<file path="config.mk">
export PLATFORM = sky130hd
export DESIGN_NAME = pll_lock_sequencer
export DESIGN_NICKNAME = d
export VERILOG_FILES = /design/src/rtl/pll_lock_sequencer.sv
export SDC_FILE = /design/constraint.sdc
export NUM_CORES = 1
export LEC_CHECK = 0
export CAP_MARGIN = 20
export CORE_MARGIN = 2
export CORE_UTILIZATION = 30
export CTS_BUF_LIST = sky130_fd_sc_hd__clkbuf_4
export CTS_CLUSTER_DIAMETER = 200
export DETAILED_ROUTE_END_ITERATION = 8
export HOLD_SLACK_MARGIN = 0.15
export SYNTH_ARGS = -nofsm -noshare
export SYNTH_HDL_FRONTEND = slang
export SYNTH_SLANG_ARGS = --single-unit
</file>
<file path="constraint.sdc">
create_clock -name clock_in -period 2 [get_ports clock_in]
set_input_delay 0.2 -clock clock_in [delete_from_list [all_inputs] [get_ports clock_in]]
set_output_delay 0.2 -clock clock_in [all_outputs]
set_load 0.005 [all_outputs]
</file>
<file path="src/rtl/pll_lock_sequencer.sv">
// ----------------------------------------------------------------------------
// pll_lock_sequencer
//
// Supervises the pixel-clock PLL from the board-clock domain. After power-up
// or on request the PLL is held in reset for a fixed interval. The sequencer
// then waits for lock and requires lock to be stable for a qualification
// window before the video-domain reset is released. A lock that never arrives
// is treated as a timeout and the PLL is reset again. Lock losses and
// timeouts are counted (saturating) for debug.
//
// Parameters
//   PLL_RESET_CYCLES    cycles pll_resetb is held low per reset pulse (>=1)
//   LOCK_TIMEOUT_CYCLES cycles allowed in WAIT_LOCK before the PLL is reset
//   LOCK_STABLE_CYCLES  consecutive locked cycles required before release
//   CNT_W               timer width; must hold the largest cycle parameter
//
// Ports
//   clock_in      in   board clock, also the PLL reference clock
//   reset_n       in   asynchronous active-low reset
//   locked        in   PLL lock indicator, asynchronous to clock_in
//   relock_req    in   single-cycle request for a full PLL reset/relock
//   pll_resetb    out  PLL RESETB; 0 holds the PLL in reset
//   sys_reset_n   out  active-low reset for the video logic
//   ready         out  1 while in RUN
//   state         out  0 PLL_RST, 1 WAIT_LOCK, 2 STABLE, 3 RUN
//   relock_count  out  RUN lock-loss events, saturating at 255
//   timeout_count out  WAIT_LOCK timeouts, saturating at 255
// ----------------------------------------------------------------------------
module pll_lock_sequencer #(
   parameter int PLL_RESET_CYCLES    = 16,
   parameter int LOCK_TIMEOUT_CYCLES = 100000,
   parameter int LOCK_STABLE_CYCLES  = 1024,
   parameter int CNT_W               = 17
) (
   input  logic       clock_in,
   input  logic       reset_n,
   input  logic       locked,
   input  logic       relock_req,
   output logic       pll_resetb,
   output logic       sys_reset_n,
   output logic       ready,
   output logic [1:0] state,
   output logic [7:0] relock_count,
   output logic [7:0] timeout_count
);

   typedef enum logic [1:0] {
      PLL_RST   = 2'd0,
      WAIT_LOCK = 2'd1,
      STABLE    = 2'd2,
      RUN       = 2'd3
   } state_t;

   // Terminal timer values: each state is left on the cycle its timer reads
   // the last value of its interval.
   localparam logic [CNT_W-1:0] RST_LAST     = CNT_W'(PLL_RESET_CYCLES - 1);
   localparam logic [CNT_W-1:0] TIMEOUT_LAST = CNT_W'(LOCK_TIMEOUT_CYCLES - 1);
   localparam logic [CNT_W-1:0] STABLE_LAST  = CNT_W'(LOCK_STABLE_CYCLES - 1);

   state_t           state_q;
   state_t           state_nxt;
   logic [CNT_W-1:0] timer_q;
   logic             timer_clr;
   logic             inc_relock;
   logic             inc_timeout;

   // Two-flop synchronizer for the asynchronous lock indicator.
   logic             lock_meta;
   logic             lock_s;

   // Saturating 8-bit increment: debug counters stick at 255 rather than wrap.
   function automatic logic [7:0] sat_inc(input logic [7:0] value);
      return (value == 8'hFF) ? value : value + 8'd1;
   endfunction

   // -------------------------------------------------------------------------
   // Next-state decode
   // -------------------------------------------------------------------------
   // NOTE: every signal written here gets a default first so no path leaves it
   // unassigned; otherwise synthesis would infer a latch to hold its value.
   always_comb begin
      state_nxt   = state_q;
      inc_relock  = 1'b0;
      inc_timeout = 1'b0;

      if (relock_req) begin
         // A relock request overrides everything. A lock loss seen in RUN on
         // the same cycle is still a lock-loss event and is counted once.
         state_nxt = PLL_RST;
         if (state_q == RUN && !lock_s) begin
            inc_relock = 1'b1;
         end
      end else begin
         unique case (state_q)
            PLL_RST: begin
               if (timer_q == RST_LAST) begin
                  state_nxt = WAIT_LOCK;
               end
            end

            WAIT_LOCK: begin
               // Lock takes precedence over a timeout on the same cycle.
               if (lock_s) begin
                  state_nxt = STABLE;
               end else if (timer_q == TIMEOUT_LAST) begin
                  state_nxt   = PLL_RST;
                  inc_timeout = 1'b1;
               end
            end

            STABLE: begin
               // Any drop restarts qualification from WAIT_LOCK; this is a
               // lock that never settled, not a lock loss, so it is not counted.
               if (!lock_s) begin
                  state_nxt = WAIT_LOCK;
               end else if (timer_q == STABLE_LAST) begin
                  state_nxt = RUN;
               end
            end

            RUN: begin
               if (!lock_s) begin
                  state_nxt  = WAIT_LOCK;
                  inc_relock = 1'b1;
               end
            end

            default: begin
               state_nxt = PLL_RST;
            end
         endcase
      end

      // The timer restarts on every state entry. A relock request in PLL_RST
      // re-enters the same state, so it must clear the timer explicitly.
      timer_clr = relock_req || (state_nxt != state_q);
   end

   // -------------------------------------------------------------------------
   // State, timer, synchronizer, counters and registered outputs
   // -------------------------------------------------------------------------
   // Outputs are decoded from the next state so that they change on the same
   // edge as the state they describe, without any combinational output path.
   // NOTE: sequential state uses non-blocking assignments only, so every flop
   // samples the values from before the edge regardless of statement order.
   always_ff @(posedge clock_in or negedge reset_n) begin
      if (!reset_n) begin
         lock_meta     <= 1'b0;
         lock_s        <= 1'b0;
         state_q       <= PLL_RST;
         timer_q       <= '0;
         pll_resetb    <= 1'b0;
         sys_reset_n   <= 1'b0;
         ready         <= 1'b0;
         relock_count  <= 8'd0;
         timeout_count <= 8'd0;
      end else begin
         lock_meta <= locked;
         lock_s    <= lock_meta;

         state_q <= state_nxt;

         // In RUN the timer keeps counting and may wrap; nothing in RUN
         // looks at it, so the wrap is harmless.
         if (timer_clr) begin
            timer_q <= '0;
         end else begin
            timer_q <= timer_q + CNT_W'(1);
         end

         pll_resetb  <= (state_nxt != PLL_RST);
         sys_reset_n <= (state_nxt == RUN);
         ready       <= (state_nxt == RUN);

         if (inc_relock) begin
            relock_count <= sat_inc(relock_count);
         end
         if (inc_timeout) begin
            timeout_count <= sat_inc(timeout_count);
         end
      end
   end

   assign state = state_q;

endmodule

</file>
==> impl_metrics.csv <==
group,metric,value,unit
finish,antenna_cells,0,
yosys,synth_area_leaders,"dfrtp_1 52%, xnor2_1 9.4%, nor2_1 4.2%",
yosys,synth_top_area_cell,"dfrtp_1",
timing,fin_skew,11.9,ps
floorplan,io_pins,25,
yosys,synth-seq-cells,39,
clock_tree,clock_latency,340,ps
yosys,synth_simple_gate_area_share,24.8,%
floorplan,num_rows,28,
routing,wl_met3,147,um
place,gp_congestion,0.697,
place,dpl-instance-area,0.00233,mm^2
global_route,grt_pass1_wl,6110,um
timing,tns,0,ps
finish,final_cells,293,
timing,min_period_over_period,98.0,%
yosys,ys_seq_area_share,52.2,%
yosys,syn_avg_cell_area,11.1,um^2
global_route,grt_use_total,10.8,%
outcome,status,"finished clean",
yosys,synthArstFlopShare,100,%
global_route,antenna_found_initial,0,
run,max-cap-violations,0,
finish,drive_gt1_share,18.8,%
timing,fin_crit,1960,ps
global_route,grt_overflow,0,
place,numPortBuffers,24,
routing,wl_per_cell,11.8,um
clock_tree,cts.clk_slew.worst_paths,110,ps
routing,wl_met2,1580,um
clock_tree,cts_root_buf,"clkbuf_4",
global_route,grt_max_degree,25,
finish,finalInstanceArea,0.00243,mm^2
yosys,synthAdderAreaFrac,2.01,%
setup_path,path_max_fanout,17,
yosys,synth.distinct_cells,35,
clock_tree,htree_levels,2,
clock_tree,cts_num_sinks,39,
finish,final_core_util,40.6,%
floorplan,die_w,83.0,um
floorplan,core-area,0.00599,mm^2
yosys,synth_xor_area_share,13.6,%
yosys,synth_area,0.00187,mm^2
routing,drcViolationCount,0,
power,p_per_area,559,mW/mm^2
place,dp_hpwl,2610,um
yosys,synth_compound_area_share,4.82,%
routing,vias_per_cell,4.68,
timing,setup_violations,0,
finish,syn2layout_area_growth,30.1,%
routing,drtIter0Drc,14,
timing,rsz0062_at_grt,"yes",
yosys,synth_common_cells,"39 x dfrtp_1, 21 x nor2_1, 20 x xnor2_1",
clock_tree,cts_made_buffers,5,
yosys,synth.yosys.warnings,0,
floorplan,die_y,83.0,um
floorplan,start_util,31.2,%
timing,tightest_slew,525,ps
yosys,syn_inst,168,
setup_path,critPathKind,"register to register",
worst_hold_path,holdCritPathClass,"input port to async pin",
setup_path,start_kind,"register",
routing,drt_first_pass_iters,4,
timing,slew_headroom,64.8,%
clock_tree,cts_tree,"built",
global_route,grt_pass1_vias,1328,
timing,clock.fmax,510,MHz
timing,maxSlewViolCount,0,
routing,highest_layer,"met4",
yosys,ys.flop_type,"dfrtp_1",
setup_path,worstSetupEndpointType,"register",
place,dpl.cell_count,283,
timing,finalHoldViolCount,0,
yosys,synth_nets,175,
routing,wl,3470,um
yosys,synth_edf_count,0,
power,vdd.ir_drop.worst,0.282,mV
finish,nets,224,
clock_tree,cts_buffer_depth,2,
yosys,post-synth-top-count-cell,"dfrtp_1",
timing,holdWs,287,ps
yosys,synth_top_area_share,52.2,%
yosys,muxShareOfSynthArea,1.20,%
floorplan,dieArea,0.00688,mm^2
power,power_leakage,1.09,nW
setup_path,worstPathArrival,2190,ps
routing,drtAntennaViolNets,0,
routing,met1_length,1710,um
setup_path,required,2230,ps
routing,num_vias,1371,
yosys,synth_top_family_by_area,"simple AND/OR/NAND/NOR gates",
path summary, 6_finish.rpt:
check,start,to,slack (ps),cells past startpoint
setup / recovery,timer_q[0],timer_q[2],40,7
hold / removal,reset_n,timer_q[11],290,2
setup reg to reg,timer_q[0],timer_q[2],40,7
hold reg to reg,lock_meta,lock_s,370,0
max in group asynchronous,reset_n,timer_q[6],1080,3
min in group clock_in,locked,lock_meta,300,1
sequential cells by signal (all words and copies together), names as in the netlist:
signal,cells
timer_q,17
relock_count,8
timeout_count,8
state,2
lock_meta,1
lock_s,1
pll_resetb,1
ready,1
critical path, stage by stage (launching register included):
cell and delay (ps):
dfrtp_1 390, ha_2 210, and4_4 230, nand2_2 60, or3_4 390, a221oi_4 330
buf_12 180, nor2_1 60
power by group:
part           leakage, nW  internal [W]   total, W  switching (W)
combinational        0.513     0.0000212  0.0000500      0.0000288
clock               0.0426      0.000257   0.000509       0.000252
sequential           0.538      0.000795   0.000800     0.00000489
cell usage in the layout (no fill, tap or decap), types with 3 or more instances in the layout:
cell type / count
nand4_1: 8
xor2_1: 9
nor2_1: 21
dfrtp_1: 39
xnor2_1: 20
buf_4: 18
nand2_1: 14
and3_1: 9
clkbuf_4: 5
nand3_1: 4
nor3_1: 9
nor2b_1: 3
clkdlybuf4s50_1: 23
cell families after synthesis:
group	count (synthesis)
compound gates	9
xor+xnor	29
fa+ha+maj	3
buf+inv	4
flops	39
mux	2
simple gates	82
routing by layer:
| metal | up-vias | GRT usage (%) |
|---|---|---|
| met5 | - | 0 |
| li1 | 684 | - |
| met1 | 654 | 15.2 |
| met4 | 0 | 3.58 |
| met2 | 28 | 16.0 |
| met3 | 5 | 3.18 |
layout make-up:
class                           count  area [um^2]
Fill cell                         581         3560
Tap cell                           75         93.8
Multi-Input combinational cell    125          880
Inverter                            2         7.51
Timing Repair Buffer               44          400
Sequential cell                    39          976
Clock inverter                      3         38.8
Clock buffer                        5         37.5
what timing repair did:
| item | CTS | global route |
|---|---|---|
| gates resized for setup | 0 | 1 |
| setup buffers | 0 | 1 |
| endpoints found under the hold margin | 15 | 0 |
| hold buffers | 1 | 0 |
| setup endpoints to repair | 0 | 20 |
stage by stage:
| stage | worst slack (ps) | power [W] |
|---|---|---|
| after floorplan | 2.16 | 0.000832 |
| after global placement | -130 | 0.000865 |
| after detailed placement | -201 | 0.000866 |
| after CTS | 17.4 | 0.00138 |
| after global routing | -69.3 | 0.00142 |
| final | 40.3 | 0.00136 |
Note: power is estimated with default switching activity, not from simulation.
